===== config.mk =====
export PLATFORM = sky130hd
export DESIGN_NAME = pc_ctrl
export DESIGN_NICKNAME = d
export VERILOG_FILES = /design/src/rtl/pc_ctrl.sv
export SDC_FILE = /design/constraint.sdc
export NUM_CORES = 1
export LEC_CHECK = 0
export CORE_ASPECT_RATIO = 0.8
export CORE_MARGIN = 5
export CORE_UTILIZATION = 40
export DETAILED_ROUTE_END_ITERATION = 8
export MAX_ROUTING_LAYER = met4
export PLACE_DENSITY_LB_ADDON = 0.08
export SKIP_LAST_GASP = 1
export SYNTH_ARGS = -nofsm -noshare
export SYNTH_HDL_FRONTEND = slang
export SYNTH_SLANG_ARGS = --single-unit

===== constraint.sdc =====
create_clock -name clk -period 3.35 [get_ports clk]
set_input_delay 0.67 -clock clk [delete_from_list [all_inputs] [get_ports clk]]
set_output_delay 0.67 -clock clk [all_outputs]
set_load 0.005 [all_outputs]

===== src/rtl/pc_ctrl.sv =====
// Program-counter controller: sequential step, absolute/relative branch, call/return via a circular return-address stack.
// Build option: define PC_CTRL_RAS_EN to compile in the return-address stack; otherwise calls act as branches and returns are ignored.
module pc_ctrl #(
  parameter int ADDR_W    = 16,
  parameter int RESET_VEC = 0,
  parameter int STEP      = 1,
  parameter int RAS_DEPTH = 4
) (
  input  logic              clk,
  input  logic              reset,
  input  logic              stall,
  input  logic              br_en,
  input  logic              br_rel,
  input  logic [ADDR_W-1:0] br_target,
  input  logic              call_en,
  input  logic              ret_en,
  output logic [ADDR_W-1:0] pc_out,
  output logic [ADDR_W-1:0] pc_next,
  output logic              ras_full,
  output logic              ras_empty,
  output logic              ras_err
);

  localparam logic [ADDR_W-1:0] RESET_V = ADDR_W'(RESET_VEC);
  localparam logic [ADDR_W-1:0] STEP_V  = ADDR_W'(STEP);

  logic [ADDR_W-1:0] pc_q;
  logic [ADDR_W-1:0] pc_d;
  logic [ADDR_W-1:0] seq_pc;
  logic [ADDR_W-1:0] tgt_pc;

  // Offset and address share one width, so the relative add wraps naturally.
  assign seq_pc = pc_q + STEP_V;
  assign tgt_pc = br_rel ? (pc_q + br_target) : br_target;

`ifdef PC_CTRL_RAS_EN
  localparam int PTR_W = $clog2(RAS_DEPTH);
  localparam int CNT_W = PTR_W + 1;
  localparam logic [CNT_W-1:0] CNT_FULL = CNT_W'(RAS_DEPTH);

  logic [ADDR_W-1:0] ras_mem_q [RAS_DEPTH];
  logic [PTR_W-1:0]  top_q;
  logic [PTR_W-1:0]  top_d;
  logic [PTR_W-1:0]  top_m1;
  logic [CNT_W-1:0]  cnt_q;
  logic [CNT_W-1:0]  cnt_d;
  logic              err_q;
  logic              err_d;
  logic              push;

  // top_q is the next write slot; when full it also addresses the oldest entry.
  assign top_m1 = top_q - PTR_W'(1);

  always_comb begin
    pc_d  = seq_pc;
    top_d = top_q;
    cnt_d = cnt_q;
    err_d = 1'b0;
    push  = 1'b0;
    if (stall) begin
      pc_d = pc_q;
    end else if (ret_en) begin
      if (cnt_q != '0) begin
        pc_d  = ras_mem_q[top_m1];
        top_d = top_m1;
        cnt_d = cnt_q - CNT_W'(1);
        err_d = call_en;
      end else begin
        err_d = 1'b1;
      end
    end else if (call_en) begin
      push  = 1'b1;
      pc_d  = tgt_pc;
      top_d = top_q + PTR_W'(1);
      if (cnt_q == CNT_FULL) begin
        err_d = 1'b1;
      end else begin
        cnt_d = cnt_q + CNT_W'(1);
      end
    end else if (br_en) begin
      pc_d = tgt_pc;
    end
  end

  always_ff @(posedge clk) begin
    if (reset) begin
      top_q <= '0;
      cnt_q <= '0;
      err_q <= 1'b0;
    end else begin
      top_q <= top_d;
      cnt_q <= cnt_d;
      err_q <= err_d;
    end
  end

  for (genvar gi = 0; gi < RAS_DEPTH; gi++) begin : g_ras_entry
    always_ff @(posedge clk) begin
      if (!reset && push && (top_q == PTR_W'(gi))) begin
        ras_mem_q[gi] <= seq_pc;
      end
    end
  end

  assign ras_full  = (cnt_q == CNT_FULL);
  assign ras_empty = (cnt_q == '0);
  assign ras_err   = err_q;
`else
  logic unused_ret;
  assign unused_ret = ret_en;

  always_comb begin
    pc_d = seq_pc;
    if (stall) begin
      pc_d = pc_q;
    end else if (call_en || br_en) begin
      pc_d = tgt_pc;
    end
  end

  assign ras_full  = 1'b0;
  assign ras_empty = 1'b1;
  assign ras_err   = 1'b0;
`endif

  always_ff @(posedge clk) begin
    if (reset) begin
      pc_q <= RESET_V;
    end else begin
      pc_q <= pc_d;
    end
  end

  assign pc_out  = pc_q;
  assign pc_next = reset ? RESET_V : pc_d;

endmodule


=== Word-level counts from Yosys, hierarchy flattened ===
Index checks and enable logic that the tools add are counted.

* Logic and storage cells: 8
* Bits of input ports: 23
* Register bits after elaboration: 16
* Output and inout port bits: 35

* Reduce and logical (&&, ||, !) cells: 1
* Add/sub/neg operators: 2
* Muxes and demuxes: 4

{| class="wikitable"
|+ Operators by type and width
! cell !! count
|-
| 2-to-1 mux 16 bit || 4
|-
| adder 16 x 1 -> 16 bit (second input constant) || 1
|-
| adder 16 bit || 1
|-
| logical OR 1 bit || 1
|}

=== Depth between registers and ports, before layout ===
Gate-level depths: netlist (run 1).

* Depth after elaboration: 5
* Gate-level depth with buffers: 9
* Mapped depth without buffers: 9

=== Worst setup path after synthesis (run 1) ===
OpenSTA, ideal clock, no wires.

* Path kind: input to output
* From: input port br_target[0]
* To: output port pc_next[14]
* Required time: 2.680 ns
* Setup slack: 0.356 ns
* Cell stages on the path: 9
* Arrival: 2.324 ns
* Path buffers: 0
* Path through: ha_1 -> inv_1 -> fa_1 -> nor2b_4 -> o31a_4 -> o211ai_4 -> a211oi_2 -> or3_1 -> a31o_1

* Word-level cells in the longest chain between the ends: 5

{| class="wikitable"
|+ Ends and longest elaborated chain
! what !! RTL line !! source
|-
| from (decl) || 14 || <nowiki>input logic [ADDR_W-1:0] br_target,</nowiki>
|-
| adder 16 bit || 34 || <nowiki>assign tgt_pc = br_rel ? (pc_q + br_target) : br_target;</nowiki>
|-
| 2-to-1 mux 16 bit || 34 ||
|-
| 2-to-1 mux 16 bit || 116 || <nowiki>end else if (call_en || br_en) begin</nowiki>
|-
| 2-to-1 mux 16 bit || 114 || <nowiki>if (stall) begin</nowiki>
|-
| 2-to-1 mux 16 bit || -- ||
|-
| to (decl) || 18 || <nowiki>output logic [ADDR_W-1:0] pc_next,</nowiki>
|}

No other way between the ends.

=== Worst setup path in the final report (run 1) ===
* From: input port br_target[12]
* To: output port pc_next[15]

The elaborated chain is that of the path after synthesis.

==> impl_metrics.py, run 1 <==
metrics = {
    "status": {
        "outcome": "complete, but fails checks",
        "violations": "setup timing",
    },
    "route": {
        "drtAntennaViolNets": 0,
        "dr.pass1.iters": 5,
        "viasPerCell": 5.854,
        "drt-wirelength-per-cell_um": 17.73,
        "drc": 0,
        "num_vias": 2839,
        "drt_first_iter_violations": 294,
        "routed_wl_um": 8601,
    },
    "yosys": {
        "synth_common_cells": "28 x a21oi_1, 28 x nand2_1, 21 x o21ai_0, 20 x nor2_1",
        "async_reset_ff_share_pct": 0,
        "synth-edff-count": 0,
        "synthesis.area_sq_um": 2073,
        "synth_top_family_by_area": "compound AO/OA/AOI/OAI gates",
        "yosys-mux-area-fraction_pct": 1.992,
        "yosysWarnings": 0,
        "yosys.area.top_type": "dfxtp_1",
        "yosysTopAreaCellShare_pct": 15.45,
        "synthFlopType": "dfxtp_1",
        "synth_area_leaders": "dfxtp_1 15%, ha_1 9.7%, a21oi_1 6.8%",
        "synth_compound_area_share_pct": 35.61,
        "synth_area_per_cell_sq_um": 7.249,
        "synth.distinct_cells": 68,
        "synth_fa_ha_area_share_pct": 10.62,
        "syn-instance-count": 286,
        "yosysSeqAreaShare_pct": 15.45,
        "ys_seq_elements": 16,
        "synth-xor-area-share_pct": 1.690,
        "synth-simple-area-share_pct": 28.06,
    },
    "grt": {
        "antenna_found_initial": 0,
        "grt.overflow.total": 0,
        "grt_pass1_vias": 2638,
        "grt_use_total_pct": 25.49,
        "grt_pass1_wl_um": 13340,
        "grt_max_degree": 23,
    },
    "setup_path": {
        "arrival_ps": 2690,
        "r2r-end": "pc_out[13]",
        "cp_max_fo": 2,
        "cp_slowest_stage_delay_ps": 430,
        "setup.worst_path.class": "input pin to output port",
        "critPathTopFamily": "compound AO/OA/AOI/OAI gates",
        "rr_startpoint": "pc_out[1]",
        "reg2reg_depth": 14,
        "cp_num_cells": 9,
        "cp.required_ps": 2680,
        "start_kind": "input pin",
        "cp_slowest_cell": "clkdlybuf4s50_1",
        "cp-end-kind": "output port",
        "crit_chain": "clkdlybuf4s50_1 > ha_1 > o21ai_0 > a22oi_1 > nand3_1 > o21a_1 > o211a_1 > a211oi_2 > buf_2",
        "r2r_slack_ps": 630,
        "cp_num_buf_inv": 2,
    },
    "timing": {
        "drv_slew": 0,
        "setup_viol_count_final": 1,
        "hold_viol_final": 0,
        "finalCritPeriodShare_pct": 100.3,
        "fmax_ghz": 0.2977,
        "worst_slack_ps": -9.626,
        "period_needed_ps": 3360,
        "rsz0062_at_grt": "true",
        "fin_skew_ps": 7.602,
    },
    "floorplan": {
        "die_w_um": 90.49,
        "dieArea_sq_um": 6732,
        "num_rows": 23,
        "start_util_pct": 41.40,
        "io_pins": 58,
        "die_h_um": 74.40,
        "core_sq_um": 5007,
    },
    "worst_hold_path": {
        "min_path_type": "register to register",
        "min_delay_path_depth": 2,
        "min_to": "pc_out[15]",
        "hp-start": "pc_out[15]",
    },
    "final_layout": {
        "fin_area_sq_um": 3684,
        "n_antenna_cell": 0,
        "final_nets": 464,
        "area_delta_synth_final_pct": 77.67,
        "fillers": 379,
        "drive_gt1_share_pct": 38.30,
        "largest_register_ffs": 16,
    },
    "power": {
        "power.total_w": 0.001013,
        "vdd_drop_max_uv": 184.9,
        "p_leak_nw": 1.547,
        "cellPowerDensity_nw_per_um2": 275.1,
    },
    "placed_design": {
        "gp_congestion": 0.8852,
        "port_buffers": 53,
        "placed_area_sq_um": 3189,
        "dp_hpwl_um": 6133,
    },
    "clocking": {
        "cts_tree": "yes",
        "htreeDepth": 1,
        "cts_root_buf": "clkbuf_8",
        "clk_pin_slew_ps": 80,
        "worstSkewPairLatency_ps": 260,
        "cts_max_path_buffers": 2,
        "cts.sink_count": 16,
        "cts_buffers": 3,
    },
    "run": {
        "cap_violations": 0,
    },
}
worst register-to-register path: stages (launching register included):
cell and delay (ps):
dfxtp_1 490, ha_1 300, a21o_1 220, nand4_1 150, a21boi_4 90, buf_4 140, nor4_4 240, or3_1 160
a31oi_2 100, buf_4 140, buf_4 120, buf_4 120, buf_4 120, buf_4 120, buf_4 120
report_power, final:
group,internal [W],total (W),switching (W)
registers,0.000208,0.000237,0.0000294
clock network,0.000105,0.000188,0.0000837
logic,0.000313,0.000588,0.000275
final cells by class:
| cell class | instances | area, sq um | share of cell area (%) |
|---|---|---|---|
| inverters | 10 | 40.04 | 1.087 |
| repair buffers | 147 | 1231 | 33.42 |
| well taps | 62 | 77.57 | 2.106 |
| flip-flops and latches | 16 | 320.3 | 8.696 |
| multi-input cells | 246 | 1959 | 53.19 |
| clock buffers | 4 | 55.05 | 1.495 |
logic make-up (layout without fill, tap and decap cells):
logic type,after synthesis,count (layout)
buffers and inverters,25,161
AND/OR/NAND/NOR,109,109
adder cells (fa/ha/maj),17,17
AO/OA/AOI/OAI,109,109
other,2,3
XOR/XNOR,4,4
flip-flops,16,16
multiplexers,4,4
per-stage QoR:
step	hold slack, ps	std cells	setup WS (ps)	util, %	setup TNS [ps]
6_report	687.2	485	-9.626	73.56	-9.626
5_1_grt	729.9	485	-78.06	73.56	-169.4
4_1_cts	638.3	480	-23.79	71.46	-38.98
3_5_place_dp	620.7	463	-761.0	63.69	-8178
3_3_place_gp	620.3	463	-628.1	63.69	-7137
2_1_floorplan	555.1	287	356.2	-	0
repair_timing:
item,4_1_cts,5_1_grt
pin swaps,34,17
gates resized for setup,84,24
hold endpoints to repair,0,0
endpoints found under the setup margin,15,11
hold buffers,0,0
buffers inserted,13,5
layer usage:
metal	GRT usage (%)	vias to the layer above	share of wire, %
met1	35.17	1348	46
li1	-	1362	-
met4	6.281	0	0.83
met2	39.00	119	45
met5	-	-	0
met3	4.146	10	7.8
worst max-delay path by stage:
stage	end	slack [ps]	start
6_report	pc_next[15]	-10	br_target[12]
5_1_grt	pc_next[15]	-80	br_target[3]
3_5_place_dp	pc_next[6]	-760	br_target[0]
2_1_floorplan	pc_next[14]	360	br_target[0]
4_1_cts	pc_next[6]	-20	br_target[0]
3_3_place_gp	pc_next[8]	-630	br_target[0]
cells in the final DEF (no fill, tap or decap), types with 4 or more instances in the layout:
| master | n |
|---|---|
| a211oi_1 | 5 |
| a21o_1 | 5 |
| a21oi_1 | 23 |
| a21oi_2 | 4 |
| buf_2 | 4 |
| buf_4 | 89 |
| buf_6 | 4 |
| clkbuf_8 | 4 |
| clkdlybuf4s50_1 | 28 |
| dfxtp_1 | 16 |
| dlygate4sd2_1 | 14 |
| ha_1 | 5 |
| ha_4 | 11 |
| inv_1 | 7 |
| nand2_1 | 25 |
| nand3_1 | 10 |
| nor2_1 | 18 |
| nor2b_1 | 4 |
| nor3_1 | 13 |
| nor4_1 | 4 |
| o21a_1 | 8 |
| o21ai_0 | 16 |
| o22ai_1 | 4 |
(Power assumes the default switching activity.)
==> inputs of run 2 (changes only) <==
SETUP_SLACK_MARGIN = 0.5   (was unset)
==> run 2 against run 1 <==
Effect of this change:
- the run now ends clean
- clock power rose by 3%
- die area did not move
- critical path depth rose by 3
- combinational power rose by 8.7%
- cell count rose by 2.1%
- clock-buffer cell count did not move
- power rose by 5.5%
- clock skew fell by 4.8 ps
- highest routed layer unchanged
==> impl_metrics.py, run 2 (synthesis gave the netlist of run 1 again) <==
metrics = {
    "timing": {
        "setup_viol_count_final": 0,
        "finalCritPeriodShare_pct": 99.83,
        "period_needed_ps": 3344,
        "fmax_ghz": 0.2990,
        "rsz0062_at_grt": "true",
        "drv_slew": 0,
        "worst_slack_ps": 5.855,
        "hold_viol_final": 0,
        "fin_skew_ps": 2.806,
    },
    "final_layout": {
        "final_cell_mix": "95 x buf_4, 24 x nand2_1, 22 x clkdlybuf4s50_1, 19 x a21oi_1, 18 x nor2_1",
        "final_nets": 474,
        "area_delta_synth_final_pct": 87.27,
        "multi_input_area_sq_um": 2121,
        "n_antenna_cell": 0,
        "layoutNonFillerInstCount": 495,
        "drive_gt1_share_pct": 48.96,
        "fillers": 344,
        "largest_register_ffs": 16,
        "final_common_cell": "buf_4",
        "final-seq-area_sq_um": 324.1,
    },
    "floorplan": {
        "io_pins": 58,
        "die_w_um": 90.49,
        "die_h_um": 74.40,
        "num_rows": 23,
        "start_util_pct": 41.40,
        "dieArea_sq_um": 6732,
        "core_sq_um": 5007,
    },
    "setup_path": {
        "reg2reg_depth": 17,
        "cp.required_ps": 2680,
        "arrival_ps": 2670,
        "cp-end-kind": "output port",
        "start_kind": "input pin",
        "r2r-end": "pc_out[13]",
        "cp_max_fo": 4,
        "setup.worst_path.class": "input pin to output port",
        "rr_startpoint": "pc_out[0]",
        "r2r_slack_ps": 630,
    },
    "route": {
        "dr.pass1.iters": 5,
        "drtAntennaViolNets": 0,
        "routed_wl_um": 9423,
        "num_vias": 2972,
        "drt-wirelength-per-cell_um": 19.04,
        "viasPerCell": 6.004,
        "drc": 0,
        "drt_first_iter_violations": 302,
    },
    "power": {
        "cellPowerDensity_nw_per_um2": 275.4,
        "p_leak_nw": 1.617,
        "vdd_drop_max_uv": 181.8,
    },
    "placed_design": {
        "gp_congestion": 0.9000,
        "post-place-ws_ps": -695.8,
        "dp_cells": 459,
        "dp_hpwl_um": 6324,
        "port_buffers": 53,
    },
    "clocking": {
        "cts_buffers": 3,
        "cts_tree": "yes",
        "clk_pin_slew_ps": 80,
        "worstSkewPairLatency_ps": 270,
        "cts_max_path_buffers": 2,
        "cts_root_buf": "clkbuf_8",
        "cts.sink_count": 16,
        "htreeDepth": 1,
        "hold_buffers": 0,
    },
    "worst_hold_path": {
        "min_delay_path_depth": 2,
        "min_to": "pc_out[10]",
        "min_path_type": "register to register",
        "hp-start": "pc_out[10]",
    },
    "grt": {
        "grt.overflow.total": 0,
        "grt_pass1_wl_um": 14300,
        "antenna_found_initial": 0,
        "grt_use_total_pct": 27.40,
        "grt_max_degree": 15,
        "grt_pass1_vias": 2736,
    },
    "status": {
        "outcome": "finished, final reports clean",
    },
    "run": {
        "cap_violations": 0,
    },
}
[run 2: cell count changes in the layout (fill, tap and decap cells not counted), sizes merged]
cell           previous run  this run
clkdlybuf4s15             2         3
clkdlybuf4s50            28        22
dlygate4sd2              14         4
buf                      99       124
[run 2: per-layer routing]
layer	vias up	wire (um)	global-route usage (%)
li1	1381	-	-
met3	20	841	4.044
met2	178	4119	42.47
met1	1393	4265	38.00
met4	0	195	5.785
met5	-	0	-
[run 2: worst max-delay path by stage]
stage	from	to	depth (start not counted)
final	br_target[0]	pc_next[14]	12
after global routing	br_target[0]	pc_next[14]	12
after CTS	br_target[0]	pc_next[14]	12
after detailed placement	br_target[0]	pc_next[10]	11
after global placement	br_target[0]	pc_next[14]	11
after floorplan	br_target[0]	pc_next[14]	9
[run 2: timing repair]
action	CTS	global route
buffers inserted	20	12
hold endpoints to repair	0	0
gates cloned	0	0
pin swaps	47	35
gates resized for setup	170	31
endpoints found under the setup margin	16	17
[run 2: power by group]
group / internal [W] / switching, W / total, W
clock: 0.000105 / 0.0000890 / 0.000194
sequential: 0.000208 / 0.0000280 / 0.000236
combinational: 0.000331 / 0.000308 / 0.000639
[run 2: layout make-up]
type,count,share of cell area (%)
clock buffer,4,1.418
timing repair buffer,157,32.65
inverter,10,0.9668
multi-input combinational,246,54.62
sequential,16,8.347
tap,62,1.998
[run 2: per-stage QoR]
| step | hold slack (ps) | cell area, sq um | total power (W) | TNS (ps) | utilization, % |
|---|---|---|---|---|---|
| 3_3_place_gp | 609.1 | 3161 | 0.0007158 | -7586 | 63.12 |
| 6_report | 606.2 | 3882 | 0.001069 | 0 | 77.54 |
| 5_1_grt | 604.7 | 3882 | 0.001123 | -70.72 | 77.54 |
| 2_1_floorplan | 555.1 | 2103 | 0.0004706 | 0 | - |
| 3_5_place_dp | 611.3 | 3161 | 0.0007208 | -8065 | 63.12 |
| 4_1_cts | 599.6 | 3715 | 0.001008 | 0 | 74.19 |
[run 2: worst max-delay path, stage by stage]
cell      delay [ps]
buf_6            100
ha_4             150
inv_2             50
fa_2             220
nor2b_4           50
o31a_4           300
o211ai_4         270
buf_6            150
a211oi_4          50
or3_1            310
a31o_1           240
buf_2            130
==> inputs of run 3 (changes only) <==
GPL_ROUTABILITY_DRIVEN = 1   (was unset)
==> results of run 3 <==
The final DEF is identical to that of run 2; final timing and power are the same.
